<file path="src/rtl/fetch_unit_pkg.sv">
// Shared types for the instruction fetch front end.
package fetch_unit_pkg;

    typedef logic [31:0] u32_t;

    typedef struct packed {
        u32_t ia_plus_4;
        u32_t ir;
    } id_params_t;

    localparam u32_t RESET_VECTOR_DEFAULT = 32'h0000_0000;

    typedef enum logic {
        ST_RUN  = 1'b0,
        ST_HALT = 1'b1
    } fetch_state_e;

    function automatic u32_t word_align(input u32_t a);
        return {a[31:2], 2'b00};
    endfunction

endpackage

</file>
<file path="src/rtl/fetch_fifo.sv">
// Small instruction buffer between the memory response port and decode.
// Flush has priority over push and pop in the same cycle.
module fetch_fifo
    import fetch_unit_pkg::*;
#(
    parameter  int DEPTH = 2,
    localparam int CW    = $clog2(DEPTH + 1),
    localparam int PW    = (DEPTH > 1) ? $clog2(DEPTH) : 1
) (
    input  logic          clk,
    input  logic          rst,
    input  logic          flush_i,
    input  logic          push_i,
    input  id_params_t    data_i,
    input  logic          pop_i,
    output id_params_t    data_o,
    output logic          valid_o,
    output logic [CW-1:0] count_o
);

    id_params_t    mem_q [DEPTH];
    logic [PW-1:0] wr_ptr_q, rd_ptr_q;
    logic [CW-1:0] count_q;
    logic          do_push, do_pop;

    function automatic logic [PW-1:0] bump(input logic [PW-1:0] p);
        return (p == PW'(DEPTH - 1)) ? '0 : p + PW'(1);
    endfunction

    assign valid_o = (count_q != '0);
    assign count_o = count_q;
    assign data_o  = mem_q[rd_ptr_q];
    assign do_pop  = pop_i && valid_o;
    // A full buffer only accepts a write when the head leaves in the same cycle.
    assign do_push = push_i && ((count_q != CW'(DEPTH)) || do_pop);

    always_ff @(posedge clk or posedge rst) begin
        if (rst) begin
            wr_ptr_q <= '0;
            rd_ptr_q <= '0;
            count_q  <= '0;
        end else if (flush_i) begin
            wr_ptr_q <= '0;
            rd_ptr_q <= '0;
            count_q  <= '0;
        end else begin
            if (do_push) wr_ptr_q <= bump(wr_ptr_q);
            if (do_pop)  rd_ptr_q <= bump(rd_ptr_q);
            count_q <= count_q + CW'(do_push) - CW'(do_pop);
        end
    end

    always_ff @(posedge clk) begin
        if (do_push && !flush_i) mem_q[wr_ptr_q] <= data_i;
    end

endmodule

</file>
<file path="src/rtl/fetch_unit.sv">
// Instruction fetch: PC sequencing, credit-limited memory requests, redirect
// flush/drop and a decode-side buffer. FETCH_ALIGN_CHECK_EN adds fault/HALT.
module fetch_unit
    import fetch_unit_pkg::*;
#(
    parameter u32_t RESET_VECTOR = RESET_VECTOR_DEFAULT,
    parameter int   DEPTH        = 2
) (
    input  logic       clk,
    input  logic       rst,
    input  logic       redirect_valid,
    input  u32_t       redirect_addr,
    output logic       imem_req,
    output u32_t       imem_addr,
    input  logic       imem_ack,
    input  logic       imem_rvalid,
    input  u32_t       imem_rdata,
    output logic       id_valid,
    input  logic       id_ready,
    output id_params_t id_params
`ifdef FETCH_ALIGN_CHECK_EN
    ,
    output logic       fetch_fault
`endif
);

    localparam int CW = $clog2(DEPTH + 1);

    u32_t          pc_q, pc_d;
    u32_t          resp_pc_q, resp_pc_d;
    logic [CW-1:0] outst_q, outst_d;
    logic [CW-1:0] drop_q, drop_d;
    logic [CW-1:0] fifo_cnt;
    logic [CW:0]   occ;
    logic          run_en, req_fire, rsp, rsp_take, push, pop;
    u32_t          redir_tgt;
    id_params_t    push_data;

`ifdef FETCH_ALIGN_CHECK_EN
    fetch_state_e state_q, state_d;
    logic         fault_q, fault_d;
    logic         redir_bad;

    assign redir_bad = (redirect_addr[1:0] != 2'b00);

    always_ff @(posedge clk or posedge rst) begin
        if (rst) begin
            state_q <= ST_RUN;
            fault_q <= 1'b0;
        end else begin
            state_q <= state_d;
            fault_q <= fault_d;
        end
    end

    always_comb begin
        state_d = state_q;
        fault_d = fault_q;
        if (redirect_valid) begin
            if (redir_bad) begin
                state_d = ST_HALT;
                fault_d = 1'b1;
            end else begin
                state_d = ST_RUN;
                fault_d = 1'b0;
            end
        end
    end

    assign run_en      = (state_q == ST_RUN);
    assign fetch_fault = fault_q;
`else
    assign run_en = 1'b1;
`endif

    assign redir_tgt = word_align(redirect_addr);

    // Credit check counts the head leaving this cycle so 1 instr/cycle
    // sustains at DEPTH=2; the pop is real, so a raised request stays raised.
    assign occ      = {1'b0, outst_q} + {1'b0, fifo_cnt} - (CW + 1)'(pop);
    assign imem_req = !rst && run_en && (occ < (CW + 1)'(DEPTH));
    assign imem_addr = pc_q;

    assign req_fire = imem_req && imem_ack;
    assign rsp      = imem_rvalid && (outst_q != '0);
    assign rsp_take = rsp && (drop_q == '0);
    assign push     = rsp_take && !redirect_valid;
    assign pop      = id_valid && id_ready;

    assign push_data.ia_plus_4 = resp_pc_q + 32'd4;
    assign push_data.ir        = imem_rdata;

    always_comb begin
        outst_d   = outst_q + CW'(req_fire) - CW'(rsp);
        pc_d      = req_fire ? pc_q + 32'd4 : pc_q;
        resp_pc_d = push ? resp_pc_q + 32'd4 : resp_pc_q;
        drop_d    = (rsp && drop_q != '0) ? drop_q - CW'(1) : drop_q;
        if (redirect_valid) begin
            // Everything still in flight after this cycle belongs to the old path.
            pc_d      = redir_tgt;
            resp_pc_d = redir_tgt;
            drop_d    = outst_d;
        end
    end

    always_ff @(posedge clk or posedge rst) begin
        if (rst) begin
            pc_q      <= RESET_VECTOR;
            resp_pc_q <= RESET_VECTOR;
            outst_q   <= '0;
            drop_q    <= '0;
        end else begin
            pc_q      <= pc_d;
            resp_pc_q <= resp_pc_d;
            outst_q   <= outst_d;
            drop_q    <= drop_d;
        end
    end

    fetch_fifo #(
        .DEPTH (DEPTH)
    ) u_fifo (
        .clk     (clk),
        .rst     (rst),
        .flush_i (redirect_valid),
        .push_i  (push),
        .data_i  (push_data),
        .pop_i   (pop),
        .data_o  (id_params),
        .valid_o (id_valid),
        .count_o (fifo_cnt)
    );

endmodule

</file>
<file path="config.mk">
export PLATFORM = sky130hd
export DESIGN_NAME = fetch_unit
export DESIGN_NICKNAME = d
export VERILOG_FILES = /design/src/rtl/fetch_unit_pkg.sv /design/src/rtl/fetch_fifo.sv /design/src/rtl/fetch_unit.sv
export SDC_FILE = /design/constraint.sdc
export NUM_CORES = 1
export LEC_CHECK = 0
export CAP_MARGIN = 0
export CORE_MARGIN = 2
export CORE_UTILIZATION = 56
export CTS_CLUSTER_DIAMETER = 30
export DETAILED_ROUTE_END_ITERATION = 12
export PLACE_DENSITY = 0.93
export SKIP_CTS_REPAIR_TIMING = 1
export SYNTH_ARGS = -nofsm -noshare
export SYNTH_HDL_FRONTEND = slang
export SYNTH_SLANG_ARGS = --single-unit
</file>
<file path="constraint.sdc">
create_clock -name clk -period 13.6 [get_ports clk]
set_input_delay 4.08 -clock clk [delete_from_list [all_inputs] [get_ports clk]]
set_output_delay 4.08 -clock clk [all_outputs]
set_load 0.02 [all_outputs]
</file>
After elaboration in Yosys (flattened, before gate mapping). Memories as Yosys holds them, arrays and structs flattened. Cells that the tools add are included.

$add $sub $neg: 11. $lt $le $gt $ge: 1. Equality and inequality tests: 1. Muxes and demuxes: 15. Reductions and logical operators: 22.

Operators by type and width (count): two-way mux 32 bit (4); adder 32 x 3 -> 32 bit, second input constant (2); nonzero test 2 bit (8); logical AND 1 bit (10); two-way mux 1 bit (8); two-way mux 2 bit (3); adder 2 x 1 -> 2 bit (2); subtractor 2 x 1 -> 2 bit (2); adder 2 x 2 -> 3 bit (1); less-than comparator 3 x 2 -> 1 bit, second input constant (1); subtractor 3 x 1 -> 3 bit (1); adder 1 bit, second input constant (2); zero test 1 bit (2); zero test 2 bit (1); != test 2 bit, second input constant (1); subtractor 2 x 1 -> 2 bit, second input constant (1); logical OR 1 bit (1).

Register bits after elaboration: 72. RAM bits: 128. Input bits: 70. Output and inout bits: 98. Memories: 1.

Memory list: u_fifo.mem_q (depth 2, bits a word 64, read ports 1, clocked after Yosys merged registers in 0, wr ports 1, RTL line fetch_fifo.sv:21) `id_params_t mem_q [DEPTH];`.

Depth between registers and ports, before layout.
Depth in word-level cells: 9. Mapped depth: 16.

By module. From an unflattened synthesis, not the netlist that was laid out.

Cell total of the unflattened synthesis: 718. Area, all modules: 9377.7 um2.

Modules (own cells, without submodules): fetch_fifo (instances 1, cells an instance 222, area each 4862.2 um2, seq. area each 3943.8 um2); fetch_unit (instances 1, cells an instance 496, area each 4515.6 um2, seq. area each 1601.5 um2).

Least setup slack after synthesis. No wires, ideal clock.

Kind: in2reg. From: input port imem_rvalid. To: memory u_fifo.mem_q[0][0] (netlist name), enable pin. Setup time: 637 ps. Arrival: 10393 ps. Required time: 12963 ps. Slack: 2569 ps. Stages: 2. Cells stage by stage: o211ai_1 > nor4_1.

Longest elaborated chain between the ends: 7.

Ends and longest elaborated chain: start, declared (RTL line fetch_unit.sv:16) `input logic imem_rvalid,`; logical AND 1 bit (RTL line fetch_unit.sv:85) `assign rsp = imem_rvalid && (outst_q != '0);`; logical AND 1 bit (RTL line fetch_unit.sv:86) `assign rsp_take = rsp && (drop_q == '0);`; logical AND 1 bit (RTL line fetch_unit.sv:87) `assign push = rsp_take && !redirect_valid;`; logical AND 1 bit (RTL line fetch_fifo.sv:35) `assign do_push = push_i && ((count_q != CW'(DEPTH)) || do_pop);`; logical AND 1 bit (RTL line fetch_fifo.sv:54) `if (do_push && !flush_i) mem_q[wr_ptr_q] <= data_i;`; two-way mux 1 bit (RTL line fetch_fifo.sv:54); two-way mux 1 bit (implied by the code) (RTL line fetch_fifo.sv:54); end, declared (RTL line fetch_fifo.sv:21).

No other way between the ends.

Worst setup path after layout.
From: input port id_ready. To: output port imem_req.

Longest elaborated chain between the ends: 4.

Ends and longest elaborated chain: start, declared (RTL line fetch_unit.sv:19) `input logic id_ready,`; logical AND 1 bit (RTL line fetch_unit.sv:88) `assign pop = id_valid && id_ready;`; subtractor 3 x 1 -> 3 bit (RTL line fetch_unit.sv:80) `assign occ = {1'b0, outst_q} + {1'b0, fifo_cnt} - (CW + 1)'(pop);`; less-than comparator 3 x 2 -> 1 bit (RTL line fetch_unit.sv:81) `assign imem_req = !rst && run_en && (occ < (CW + 1)'(DEPTH));`; logical AND 1 bit (RTL line fetch_unit.sv:81); end, declared (RTL line fetch_unit.sv:13) `output logic imem_req,`.

No other way between the ends.

==> summary.log <==
INFO  status         status=finished clean
INFO  layout         design.final.nets=893
INFO  logic_synthesis seq_area_frac_synth=61.0%
INFO  critical_path  worstPathArrival=6690ps
INFO  logic_synthesis synth_area=0.00889mm^2
INFO  critical_path  r2r_setup_slack=10310ps
INFO  power_and_ir_drop switching_share=30.6%
INFO  timing         max_freq=92.8MHz
INFO  floorplanning  rows=46
INFO  critical_path  crit-reg2reg-launch=u_fifo.count_o[1]
INFO  placement      gp_congestion=0.896
INFO  critical_path  ff2ff_path_depth=12
INFO  routing        detail_route.iter0.violations=329
INFO  layout         antenna-diode-count=0
INFO  routing        final_antenna_net_count=0
INFO  logic_synthesis synth_top_cells_by_area=edfxtp_1 (42%), dfrtp_1 (19%), mux2_2 (12%)
INFO  power_and_ir_drop peakVddDrop=129uV
INFO  power_and_ir_drop intPower=0.00127W
INFO  clock_tree     cts-root-buf=clkbuf_16
INFO  routing        drt-wirelength-per-cell=18.1um
INFO  logic_synthesis synthFlopType=edfxtp_1
INFO  timing         maxSlewHeadroom=30.1%
INFO  critical_path  timing.critical_path.to=imem_req
INFO  logic_synthesis synth_most_common_cell=edfxtp_1
INFO  routing        route.detailed.vias_per_inst=5.54
INFO  logic_synthesis yosys.area.top_type=edfxtp_1
INFO  logic_synthesis ys_types=45
INFO  worst_hold_path hold_path_class=reg -> reg
INFO  timing         layout_min_cycle_time=10770ps
INFO  clock_tree     cts_inserted_buffers=17
INFO  flow_run       maxCapViolations=0
INFO  timing         worst_clock_skew=11.5ps
INFO  timing         rsz_0062_raised_after_global_routing=no
INFO  grt            antenna_found_initial=0
INFO  critical_path  startpoint_of_the_worst_setup_timing_path=id_ready
INFO  timing         finalSetupViolCount=0
INFO  layout         post_route_cells_drive_above_1_share=17.7%
INFO  routing        dr.pass1.iters=5
INFO  power_and_ir_drop power_per_cell_area=161mW/mm^2
INFO  grt            grt_pass1_wl=29500um
INFO  logic_synthesis postSynthRegisterBits=192
INFO  clock_tree     cts_tree=yes
INFO  critical_path  critPathLaunchType=input port
INFO  critical_path  worstReg2RegEnd=imem_addr[25]
INFO  timing         final_max_slew_viol_count=0
INFO  grt            via_count_of_the_first_global_routing_pass=5840
INFO  routing        dr_total_vias=5772
INFO  clock_tree     clkSinkCount=192
INFO  floorplanning  floorplan.initialDensity=56.6%
INFO  clock_tree     ctsLongestPathBuffers=2
INFO  clock_tree     cts_htree_levels=4
INFO  floorplanning  core-area=0.0157mm^2
INFO  placement      post-dp-hpwl=13000um
INFO  placement      placed_instance_count=1010
INFO  logic_synthesis synth.avg_cell_area=13.6um^2
INFO  timing         hold_violations=0
INFO  layout         area_growth_from_synthesis_to_layout=27.3%
INFO  grt            globalRouteOverflowTotal=0
INFO  placement      buffer_ports.inserted=161
INFO  critical_path  crit_path_max_fanout=4
INFO  logic_synthesis synthesis.instances=655
INFO  critical_path  timing.critical_path.to_type=primary output
INFO  grt            grt_util_all_layers=22.9%
INFO  timing         tightestPinTransition=1040ps
INFO  timing         timing.final.crit_share=79.2%
INFO  floorplanning  floorplan.die.height=130um
INFO  power_and_ir_drop design_power_total=0.00182W
INFO  logic_synthesis synth_largest_type_area_fraction=41.9%
INFO  layout         layoutNonFillerInstCount=1042
INFO  grt            grt_start_max_net_pins=69
INFO  power_and_ir_drop leakage=4.05nW
INFO  power_and_ir_drop p_clk_share=28.0%
INFO  routing        drcViolationCount=0
INFO  floorplanning  die_area=0.0169mm^2
INFO  logic_synthesis post_synth_edffs=124
INFO  timing         fin_setup_tns=0ps
INFO  clock_tree     path_clk_slew=70ps
INFO  logic_synthesis yosys-top-cells-count=edfxtp_1 (124), mux2_2 (96), dfrtp_1 (68)
INFO  critical_path  cp_data_required_time=9520ps
INFO  critical_path  critical_path_class=in -> out
INFO  power_and_ir_drop pwr-share-comb=30.8%
INFO  logic_synthesis yosysWarnings=0
INFO  logic_synthesis async_s_r_ff_share_synth=35.4%
INFO  floorplanning  boundaryPins=168
INFO  clock_tree     clkLatencyLatePin=430ps
INFO  power_and_ir_drop netSwitchingPower=0.000558W
INFO  power_and_ir_drop power_frac_seq=41.2%
INFO  floorplanning  die_x=130um
INFO  routing        drt_wl_total=18900um
placed cells by master, fill, tap and decap left out, types with 4 or more instances in the layout:
cell type,instances
nand4_1,26
and3_1,9
clkdlybuf4s50_1,161
and4_1,4
dfrtp_1,67
nor4_1,9
a21oi_1,8
clkbuf_16,18
buf_4,5
nor2_1,24
nand2_1,40
a21boi_0,13
conb_1,4
nand2b_1,10
and2_1,5
edfxtp_1,124
inv_1,14
ha_1,9
nor3_1,11
xor2_1,43
mux2_2,96
nand3_1,28
xnor2_1,48
worst max-delay path, cell delays in order:
cell             delay, ps
clkdlybuf4s50_1        510
and2_1                 200
ha_1                   240
inv_1                   80
nand2_1                 70
fa_1                   560
inv_1                  100
nor3_1                 210
clkdlybuf4s50_1        650
area by class of cell:
cell class                 instances  area, um^2
multi-input combinational        420        3290
fill                            1077        4400
sequential                       192        5430
clock buffer                      22         495
clock inverter                    10         120
timing repair buffer             166        1650
inverter                          16        60.1
tap                              216         270
routing by layer:
layer / vias up / share of wire, % / track usage (%)
met5: - / 0 / 0
met4: 0 / 2.3 / 9.17
met3: 37 / 7.7 / 5.99
met2: 242 / 48 / 37.0
met1: 2800 / 42 / 29.9
li1: 2693 / - / -
flip-flops by register name, indices dropped and copies added, names as in the netlist:
name	cells
resp_pc_q	30
drop_q	2
imem_addr	30
u_fifo.mem_q	124
u_fifo.wr_ptr_q	1
outst_q	2
u_fifo.rd_ptr_q	1
u_fifo.count_o	2
kinds of logic after synthesis:
kind of cell | count (synthesis) | synth area share [%]
compound gates | 36 | 2.75
xor+xnor | 91 | 8.97
fa+ha+maj | 10 | 1.49
buf+inv | 46 | 2.17
flops | 192 | 61.0
mux | 97 | 12.3
other cells | 1 | 0.0422
simple gates | 182 | 11.3
worst min-delay path by stage:
stage | startpoint | slack (ps) | depth (start not counted) | end
final | drop_q[1] | 590 | 2 | drop_q[1]
after global routing | outst_q[1] | 620 | 1 | outst_q[1]
after CTS | resp_pc_q[3] | 590 | 2 | resp_pc_q[3]
after detailed placement | u_fifo.wr_ptr_q | 570 | 2 | u_fifo.wr_ptr_q
after global placement | u_fifo.wr_ptr_q | 550 | 2 | u_fifo.wr_ptr_q
after floorplan | u_fifo.wr_ptr_q | 510 | 2 | u_fifo.wr_ptr_q
power groups by stage:
stage / Combinational, W / Sequential [W] / Clock [W]
6_report: 0.000562 / 0.000752 / 0.000511
5_1_grt: 0.000611 / 0.000759 / 0.000538
4_1_cts: 0.000566 / 0.000751 / 0.000520
3_5_place_dp: 0.000563 / 0.000762 / 0
3_3_place_gp: 0.000550 / 0.000758 / 0
2_1_floorplan: 0.000353 / 0.000754 / 0
through the flow:
step	instance area, um^2	worst slack (ps)	util [%]	hold WS, ps
final	11300	2830	72.0	591
after global routing	11300	2650	72.0	623
after CTS	11300	2820	72.0	590
after detailed placement	10700	2860	68.1	570
after global placement	10700	2850	68.1	547
after floorplan	8900	2570	-	511
Note: power is estimated with default switching activity, not from simulation.
